**src/rtl/shared_mul_arbiter_pkg.sv**
```systemverilog
// Purpose : shared definitions for the two-core iterative multiplier (states, ALU code, widths).
// Latency : n/a (package only).
// Backpressure: n/a (package only).
//
// Contents:
//   DEFAULT_WIDTH - default operand/result width
//   ALU_MUL       - EX-stage ALU control code that routes an op to this block
//   mul_state_e   - controller state encoding (IDLE/BUSY/DONE)
//   rr_pick       - round-robin winner selection between the two cores
package shared_mul_arbiter_pkg;

    localparam int         DEFAULT_WIDTH = 32;
    localparam logic [3:0] ALU_MUL       = 4'b0011;

    typedef enum logic [1:0] {
        IDLE = 2'd0,
        BUSY = 2'd1,
        DONE = 2'd2
    } mul_state_e;

    // Returns the index of the core to grant. With both cores requesting,
    // the core that did not win last time goes next; otherwise whichever
    // core is requesting wins (core 0 when neither is, result unused then).
    function automatic logic rr_pick(input logic req0,
                                     input logic req1,
                                     input logic last_grant);
        logic pick;
        if (req0 && req1) begin
            pick = ~last_grant;
        end else if (req1) begin
            pick = 1'b1;
        end else begin
            pick = 1'b0;
        end
        return pick;
    endfunction

endpackage

```
**src/rtl/shared_mul_arbiter_mul_seq_core.sv**
```systemverilog
// Purpose : shift-add multiply datapath (accumulator, shifted operands, step counter).
// Latency : one partial product per 'step' cycle; WIDTH steps (fewer with early termination).
// Backpressure: none; advances only while 'step' is high, 'load' restarts it.
//
// Ports:
//   clk_i, rst_i      clock, asynchronous active-low reset
//   load              capture op_a/op_b, clear accumulator and counter
//   step              perform one shift-add iteration
//   op_a, op_b        multiplicand, multiplier
//   product           accumulator (low WIDTH bits of the running product)
//   last              the step taken this cycle is the final one
//
// Build option: SHARED_MUL_EARLY_TERM_EN also flags 'last' once the remaining
// multiplier bits are all zero, since further steps cannot change the sum.
module mul_seq_core
    import shared_mul_arbiter_pkg::*;
#(
    parameter int WIDTH = DEFAULT_WIDTH
) (
    input  logic             clk_i,
    input  logic             rst_i,
    input  logic             load,
    input  logic             step,
    input  logic [WIDTH-1:0] op_a,
    input  logic [WIDTH-1:0] op_b,
    output logic [WIDTH-1:0] product,
    output logic             last
);

    localparam int CNT_W = (WIDTH > 1) ? $clog2(WIDTH) : 1;

    logic [WIDTH-1:0] mcand;
    logic [WIDTH-1:0] mplr;
    logic [WIDTH-1:0] acc;
    logic [CNT_W-1:0] cnt;

    always_ff @(posedge clk_i or negedge rst_i) begin
        if (!rst_i) begin
            mcand <= '0;
            mplr  <= '0;
            acc   <= '0;
            cnt   <= '0;
        end else if (load) begin
            mcand <= op_a;
            mplr  <= op_b;
            acc   <= '0;
            cnt   <= '0;
        end else if (step) begin
            // Unsigned shift-add modulo 2^WIDTH: the low WIDTH bits equal the
            // two's-complement product, so signed operands need no special case.
            if (mplr[0]) begin
                acc <= acc + mcand;
            end
            mcand <= mcand << 1;
            mplr  <= mplr >> 1;
            cnt   <= cnt + 1'b1;
        end
    end

    logic cnt_last;
    assign cnt_last = (cnt == CNT_W'(WIDTH - 1));

`ifdef SHARED_MUL_EARLY_TERM_EN
    // After this step the multiplier is mplr >> 1; if that is zero no
    // further partial product can be added. A zero multiplier therefore
    // still costs one BUSY cycle.
    logic rest_zero;
    assign rest_zero = ((mplr >> 1) == '0);
    assign last      = cnt_last || rest_zero;
`else
    assign last      = cnt_last;
`endif

    assign product = acc;

endmodule

```
**src/rtl/shared_mul_arbiter.sv**
```systemverilog
// Purpose : one iterative multiplier shared by two cores via a round-robin arbiter.
// Latency : ack in cycle 0, BUSY cycles 1..WIDTH, done pulse in cycle WIDTH+1.
// Backpressure: requests are only accepted in IDLE; a requester holds req until its ack.
//
// Ports:
//   clk_i, rst_i                     clock, asynchronous active-low reset
//   req0_i/req1_i                    per-core multiply request (held until ack)
//   src0a_i,src0b_i/src1a_i,src1b_i  per-core multiplicand / multiplier
//   ack0_o/ack1_o                    request accepted this cycle (combinational)
//   done0_o/done1_o                  result valid this cycle
//   result0_o/result1_o              low WIDTH product bits, held until next done
//   busy_o                           high in BUSY and DONE
//
// Build option: SHARED_MUL_EARLY_TERM_EN shortens BUSY once the remaining
// multiplier bits are zero; results are identical either way.
module shared_mul_arbiter
    import shared_mul_arbiter_pkg::*;
#(
    parameter int WIDTH = DEFAULT_WIDTH
) (
    input  logic             clk_i,
    input  logic             rst_i,
    input  logic             req0_i,
    input  logic             req1_i,
    input  logic [WIDTH-1:0] src0a_i,
    input  logic [WIDTH-1:0] src0b_i,
    input  logic [WIDTH-1:0] src1a_i,
    input  logic [WIDTH-1:0] src1b_i,
    output logic             ack0_o,
    output logic             ack1_o,
    output logic             done0_o,
    output logic             done1_o,
    output logic [WIDTH-1:0] result0_o,
    output logic [WIDTH-1:0] result1_o,
    output logic             busy_o
);

    mul_state_e       state;
    mul_state_e       state_nxt;
    logic             owner;       // core whose operation is in flight
    logic             last_grant;  // core granted most recently
    logic [WIDTH-1:0] res0_q;
    logic [WIDTH-1:0] res1_q;

    logic             grant;
    logic             load;
    logic             step;
    logic             seq_last;
    logic [WIDTH-1:0] product;
    logic [WIDTH-1:0] op_a;
    logic [WIDTH-1:0] op_b;

    // ------------------------------------------------------------------
    // Arbitration and operand selection
    // ------------------------------------------------------------------
    assign grant = rr_pick(req0_i, req1_i, last_grant);
    assign op_a  = grant ? src1a_i : src0a_i;
    assign op_b  = grant ? src1b_i : src0b_i;

    // ------------------------------------------------------------------
    // Controller
    // ------------------------------------------------------------------
    always_ff @(posedge clk_i or negedge rst_i) begin
        if (!rst_i) begin
            state <= IDLE;
        end else begin
            state <= state_nxt;
        end
    end

    always_comb begin
        state_nxt = state;
        ack0_o    = 1'b0;
        ack1_o    = 1'b0;
        done0_o   = 1'b0;
        done1_o   = 1'b0;
        load      = 1'b0;
        step      = 1'b0;
        case (state)
            IDLE: begin
                if (req0_i || req1_i) begin
                    load      = 1'b1;
                    ack0_o    = ~grant;
                    ack1_o    = grant;
                    state_nxt = BUSY;
                end
            end
            BUSY: begin
                step = 1'b1;
                if (seq_last) begin
                    state_nxt = DONE;
                end
            end
            DONE: begin
                done0_o   = ~owner;
                done1_o   = owner;
                state_nxt = IDLE;
            end
            default: begin
                state_nxt = IDLE;
            end
        endcase
    end

    assign busy_o = (state != IDLE);

    // ------------------------------------------------------------------
    // Ownership, fairness and result registers
    // ------------------------------------------------------------------
    always_ff @(posedge clk_i or negedge rst_i) begin
        if (!rst_i) begin
            owner      <= 1'b0;
            last_grant <= 1'b1;  // core 0 wins the first tie after reset
            res0_q     <= '0;
            res1_q     <= '0;
        end else begin
            if (load) begin
                owner      <= grant;
                last_grant <= grant;
            end
            if (done0_o) begin
                res0_q <= product;
            end
            if (done1_o) begin
                res1_q <= product;
            end
        end
    end

    // The accumulator already holds the final product during DONE, so the
    // result is presented in the done cycle itself and the register keeps
    // it visible afterwards.
    assign result0_o = done0_o ? product : res0_q;
    assign result1_o = done1_o ? product : res1_q;

    // ------------------------------------------------------------------
    // Datapath
    // ------------------------------------------------------------------
    mul_seq_core #(
        .WIDTH (WIDTH)
    ) u_seq (
        .clk_i   (clk_i),
        .rst_i   (rst_i),
        .load    (load),
        .step    (step),
        .op_a    (op_a),
        .op_b    (op_b),
        .product (product),
        .last    (seq_last)
    );

endmodule

```
**config.mk**
```make
export PLATFORM = sky130hd
export DESIGN_NAME = shared_mul_arbiter
export DESIGN_NICKNAME = d
export VERILOG_FILES = /design/src/rtl/shared_mul_arbiter_pkg.sv /design/src/rtl/shared_mul_arbiter_mul_seq_core.sv /design/src/rtl/shared_mul_arbiter.sv
export SDC_FILE = /design/constraint.sdc
export NUM_CORES = 1
export LEC_CHECK = 0
export CAP_MARGIN = 20
export CORE_ASPECT_RATIO = 0.5
export CORE_UTILIZATION = 45
export CTS_CLUSTER_DIAMETER = 100
export CTS_CLUSTER_SIZE = 20
export DETAILED_ROUTE_END_ITERATION = 6
export PLACE_DENSITY = 0.78
export RECOVER_POWER = 25
export SETUP_SLACK_MARGIN = 0.4
export SLEW_MARGIN = 20
export SYNTH_ARGS = -nofsm -noshare
export SYNTH_HDL_FRONTEND = slang
export SYNTH_HIERARCHICAL = 1
export SYNTH_SLANG_ARGS = --single-unit
```
**constraint.sdc**
```tcl
create_clock -name clk_i -period 2.7 [get_ports clk_i]
set_input_delay 0.81 -clock clk_i [delete_from_list [all_inputs] [get_ports clk_i]]
set_output_delay 0.81 -clock clk_i [all_outputs]
set_load 0.1 [all_outputs]
```
# After elaboration in Yosys (flattened, before gate mapping)
# Cells that the tools add are included.
[classes]
n_mux = 27
addsub = 2
n_reduce_logical = 8
n_bitwise = 3
eq_ne = 5
[ops]
columns = ["op", "n"]
rows = [
  ["$mux 32", 11],
  ["$add 32x32->32", 1],
  ["$mux 1", 11],
  ["$mux 5", 2],
  ["$reduce_bool 2->1", 3],
  ["$add 5x1->5 const B", 1],
  ["$eq 5x5->1 const B", 1],
  ["$mux 2", 2],
  ["$ne 2x2->1 const B", 2],
  ["$pmux 2 s2", 1],
  ["$reduce_and 2->1", 2],
  ["$not 1->1", 3],
  ["$eq 2x1->1 const B", 1],
  ["$eq 2x2->1 const B", 1],
  ["$logic_not 2->1", 1],
  ["$logic_and 1x1->1", 1],
  ["$logic_or 1x1->1", 1],
]
[totals]
word_cells = 54
register_bits = 169
out_inout_bits = 69
in_bits = 132

# Logic depth before layout (Yosys ltp)
[depth]
ltp_word = 5
ltp_mapped = 11

# Hierarchy
# Netlist, hierarchy kept.
[by_module_without_submodules]
columns = ["module", "cells_each", "area_each_um2", "n_inst"]
rows = [
  ["mul_seq_core", 681, 6244.7, 1],
  ["shared_mul_arbiter", 227, 3383.2, 1],
]

# Worst setup path after synthesis
# Ideal clock, no wire load.
[synth_path]
path_kind = "input -> output"
startpoint = "input port req0_i"
endpoint = "output port ack0_o"
path_slack_ns = -0.731
arrival_time_ns = 2.621
n_path_buf = 0
t_required_ns = 1.890
stages = 2
path_cell_list = "or3b_2 nor2b_1"
[synth_between]
elab_chain_cells = 5
elab_cells_between_ends = 6
cone_classes = "mux: 3; bitwise: 1; reduce/logical: 2"
[synth_rtl]
columns = ["element", "line_no", "rtl"]
rows = [
  ["from (decl)", "shared_mul_arbiter.sv:23", "input logic req0_i,"],
  ["$logic_and 1x1->1", "shared_mul_arbiter_pkg.sv:28", "if (req0 && req1) begin"],
  ["$mux 1", "shared_mul_arbiter_pkg.sv:28", ""],
  ["$not 1->1", "shared_mul_arbiter.sv:83", "ack0_o = ~grant;"],
  ["$mux 1 *", "shared_mul_arbiter.sv:81", "if (req0_i || req1_i) begin"],
  ["$mux 1 *", "shared_mul_arbiter.sv:79", "case (state)"],
  ["to (decl)", "shared_mul_arbiter.sv:29", "output logic ack0_o,"],
]
# Every way passes the cells marked *; elsewhere a longest branch is shown, timed or not.

# Worst setup path after layout
[layout_path]
startpoint = "register state[0]"
endpoint = "output port result1_o[30]"
[layout_between]
elab_chain_cells = 3
[layout_rtl]
columns = ["element", "line_no", "rtl"]
rows = [
  ["from (decl)", "shared_mul_arbiter.sv:38", "mul_state_e state;"],
  ["from (signal assigned)", "shared_mul_arbiter.sv:67", "state <= state_nxt;"],
  ["$eq 2x2->1", "shared_mul_arbiter.sv:79", ""],
  ["$mux 1", "shared_mul_arbiter.sv:79", ""],
  ["$mux 32", "--", ""],
  ["to (decl)", "shared_mul_arbiter.sv:34", "output logic [WIDTH-1:0] result1_o,"],
]
# No other way between the ends.

==> results.sh <==
export IMPL_status="complete, but fails checks"
export IMPL_violations="max-capacitance violations, max-slew violations, negative setup slack"
export IMPL_grt_pass1_wl_mm=43.8
export IMPL_endpoint_kind="output pin"
export IMPL_dieArea_um2=22000
export IMPL_syn_to_final_growth_pct=53.0
export IMPL_ys_seq_elements=169
export IMPL_whs_endpoint="res0_q[20]"
export IMPL_use_met2_pct=42.5
export IMPL_io_buffers=200
export IMPL_drt_wl_total_mm=27.7
export IMPL_use_met1_pct=32.9
export IMPL_diodes=0
export IMPL_vias=8148
export IMPL_period_needed_ns=2.79
export IMPL_synth_seq_area_share_pct=43.9
export IMPL_overflow=0
export IMPL_cts_sinks=169
export IMPL_r2r_start="u_seq/mcand[10]"
export IMPL_syn_inst=908
export IMPL_fp_dieW_um=209
export IMPL_drtIter0Drc=646
export IMPL_critical_path_required_ns=1.89
export IMPL_synthDistinctLibCells=73
export IMPL_numCtsBuffers=17
export IMPL_synthesis_area_um2=9630
export IMPL_fin_setup_tns_ns=-4.53
export IMPL_cp_num_buf_inv=3
export IMPL_holdWs_ns=0.519
export IMPL_crit_path_max_incr_delay_ns=0.42
export IMPL_crit_path_start_kind="register"
export IMPL_initial_core_util_pct=46.4
export IMPL_worstReg2RegEnd="u_seq/product[31]"
export IMPL_avgSynthCellArea_um2=10.6
export IMPL_clock_latency_ns=0.44
export IMPL_rrSetupSlack_ns=0.06
export IMPL_path_cells="buf_4 -> nand3b_4 -> buf_12 -> mux2_2 -> buf_12"
export IMPL_yosys_most_used_dff="dfrtp_1"
export IMPL_core_area_um2=20700
export IMPL_setup_viol=64
export IMPL_arrival_ns=1.98
export IMPL_finalCritPeriodShare_pct=103
export IMPL_fin_skew_ns=0.0102
export IMPL_avgViaCountPerCell=5.58
export IMPL_synth_top_cell_area_share_pct=43.7
export IMPL_gp_congestion=0.934
export IMPL_critPathTopFamily="buffers and inverters"
export IMPL_reg2regPathDepth=9
export IMPL_yosys_top_cells_area="dfrtp_1, mux2_2, mux2i_1"
export IMPL_clk_pin_slew_worst_paths_ns=0.06
export IMPL_tightest_slew_ns=1.75
export IMPL_rsz0062_at_grt="yes"
export IMPL_fmax_ghz=0.359
export IMPL_final_core_util_pct=71.0
export IMPL_grt_pass1_vias=8379
export IMPL_ir_drop_mv=0.400
export IMPL_drtAntennaViolNets=0
export IMPL_drc=0
export IMPL_drive_gt1_share_pct=37.0
export IMPL_nNetsFinal=1339
export IMPL_cp_max_fo=11
export IMPL_power_density_nw_per_um2=920
export IMPL_cellLeakagePower_nw=6.69
export IMPL_final_hold_viol_count=0
export IMPL_dieHeight_um=105
export IMPL_hold_start="res0_q[20]"
export IMPL_rows=37
export IMPL_cts_tree="yes"
export IMPL_async_reset_ff_share_pct=100
export IMPL_ys_warn_count=6
export IMPL_io_pins=201
export IMPL_grt_max_degree=80
export IMPL_slowest_stage="dfrtp_2"
export IMPL_busiest_layer="met2"
export IMPL_ctsHoldBuffers=0
export IMPL_relSlewSlack_pct=-16.4
export IMPL_maxCapViolCount=1
export IMPL_crit_type="reg -> out"
export IMPL_slew_viol_final=32
export IMPL_worst_slack_ns=-0.0859
export IMPL_dr_pass1_iters=5
export IMPL_timing_critical_path_mode_cell="buf_12"
export IMPL_use_met3_pct=4.59
export IMPL_clk_path_buf_depth=2
export IMPL_synth_nets=1074
export IMPL_antenna_found_initial=0
export IMPL_pre_cts_ws_ns=-0.110
export IMPL_synth_edf_count=0
export IMPL_h_tree_depth=4
export IMPL_min_path_cells=1
export IMPL_grt_usage_pct=25.2
export IMPL_clock_root_buffer="clkbuf_16"
export IMPL_wire_per_inst_um=19.0
export IMPL_yosysTopAreaCell="dfrtp_1"
export IMPL_hold_class="reg -> reg"
export IMPL_hpwl_mm=17.8
-- routing by layer --
| metal | vias up | share of wire [%] |
|---|---|---|
| met2 | 296 | 49 |
| met4 | 0 | 1.8 |
| met5 | - | 0 |
| met1 | 4018 | 43 |
| met3 | 45 | 6.0 |
| li1 | 3789 | - |
-- per-stage QoR --
step	cell area, um^2	instances	power, W
5_1_grt	14700	1459	0.0143
2_1_floorplan	9930	908	0.00796
3_5_place_dp	13000	1361	0.00953
4_1_cts	14400	1444	0.0129
6_report	14700	1459	0.0136
3_3_place_gp	13000	1361	0.00935
-- state kept, by name (all words and copies together) (netlist names) --
| signal | flops |
|---|---|
| state | 2 |
| owner | 1 |
| u_seq/cnt | 5 |
| last_grant | 1 |
| u_seq/product | 32 |
| u_seq/mcand | 32 |
| u_seq/mplr | 32 |
| res0_q | 32 |
| res1_q | 32 |
-- report_power, final --
part	switching, W	internal (W)
clock network	0.00102	0.00151
registers	0.000647	0.00323
logic	0.00381	0.00334
-- synth_stat cells, types with 2 or more instances --
| library cell | instances |
|---|---|
| dfrtp_1 | 168 |
| mux2_2 | 127 |
| nand2_1 | 122 |
| o21ai_0 | 77 |
| mux2i_1 | 64 |
| a21oi_1 | 49 |
| ha_1 | 33 |
| nor2_1 | 32 |
| clkbuf_1 | 23 |
| xnor2_1 | 17 |
| a21o_1 | 13 |
| a211oi_1 | 11 |
| inv_1 | 11 |
| buf_1 | 9 |
| buf_6 | 9 |
| o21ai_1 | 9 |
| nand3_1 | 8 |
| buf_4 | 7 |
| nor3_1 | 7 |
| and3_1 | 6 |
| nand4_1 | 6 |
| nor2b_1 | 6 |
| o21a_1 | 6 |
| xor2_1 | 6 |
| nand2b_1 | 5 |
| o211ai_1 | 5 |
| and2_1 | 4 |
| nand3b_1 | 4 |
| o21bai_1 | 4 |
| a21oi_2 | 3 |
| o31a_1 | 3 |
| a2111oi_2 | 2 |
| a211o_1 | 2 |
| a211oi_2 | 2 |
| a22o_1 | 2 |
| a31o_2 | 2 |
| a31oi_1 | 2 |
| and4_1 | 2 |
| buf_2 | 2 |
| mux2_1 | 2 |
| nor3b_1 | 2 |
| o2bb2ai_1 | 2 |
| o31ai_1 | 2 |
-- how the worst max path moves through the flow --
stage | startpoint | end | slack [ns] | depth (start not counted)
floorplan | req0_i | ack0_o | 0.19 | 2
global placement | req0_i | ack0_o | -0.11 | 4
detailed placement | req0_i | ack0_o | -0.11 | 4
CTS | state[0] | result1_o[15] | -0.07 | 5
global route | state[0] | result1_o[30] | -0.15 | 5
finish | state[0] | result1_o[30] | -0.09 | 5
-- cells in the final DEF (no fill, tap or decap), drive strengths merged, types with 6 or more instances in the layout --
master and n:
o21ai 87, xor2 6, ha 33, dfrtp 168
buf 166, nor2b 6, mux2i 64, clkbuf 23
a21o 13, nor3 7, nand4 6, nand2 123
xnor2 17, clkdlybuf4s50 128, o21a 6, o211ai 6
and3 6, nor2 32, mux2 129, a211oi 13
nand3 9, inv 10, a21oi 52
-- layout make-up --
class                           instances  area [um^2]
Sequential cell                       169         4240
Inverter                               12         52.6
Multi-Input combinational cell        676         5820
Clock inverter                         10          145
Tap cell                              273          342
Timing Repair Buffer                  297         3660
Fill cell                            1415         6010
Clock buffer                           22          464
-- kinds of logic after synthesis --
family	synth area share, %
multiplexers	21.7
XOR/XNOR	2.09
adder cells (fa/ha/maj)	4.50
flip-flops	43.9
AO/OA/AOI/OAI	13.9
AND/OR/NAND/NOR	10.3
buffers and inverters	3.56
-- timing repair --
item | 4_1_cts | 5_1_grt
gates cloned | 2 | 0
endpoints found under the hold margin | 0 | 0
setup endpoints to repair | 87 | 88
pin swaps | 42 | 37
setup buffers | 49 | 15
resized for setup | 83 | 54
(Power assumes the default switching activity.)
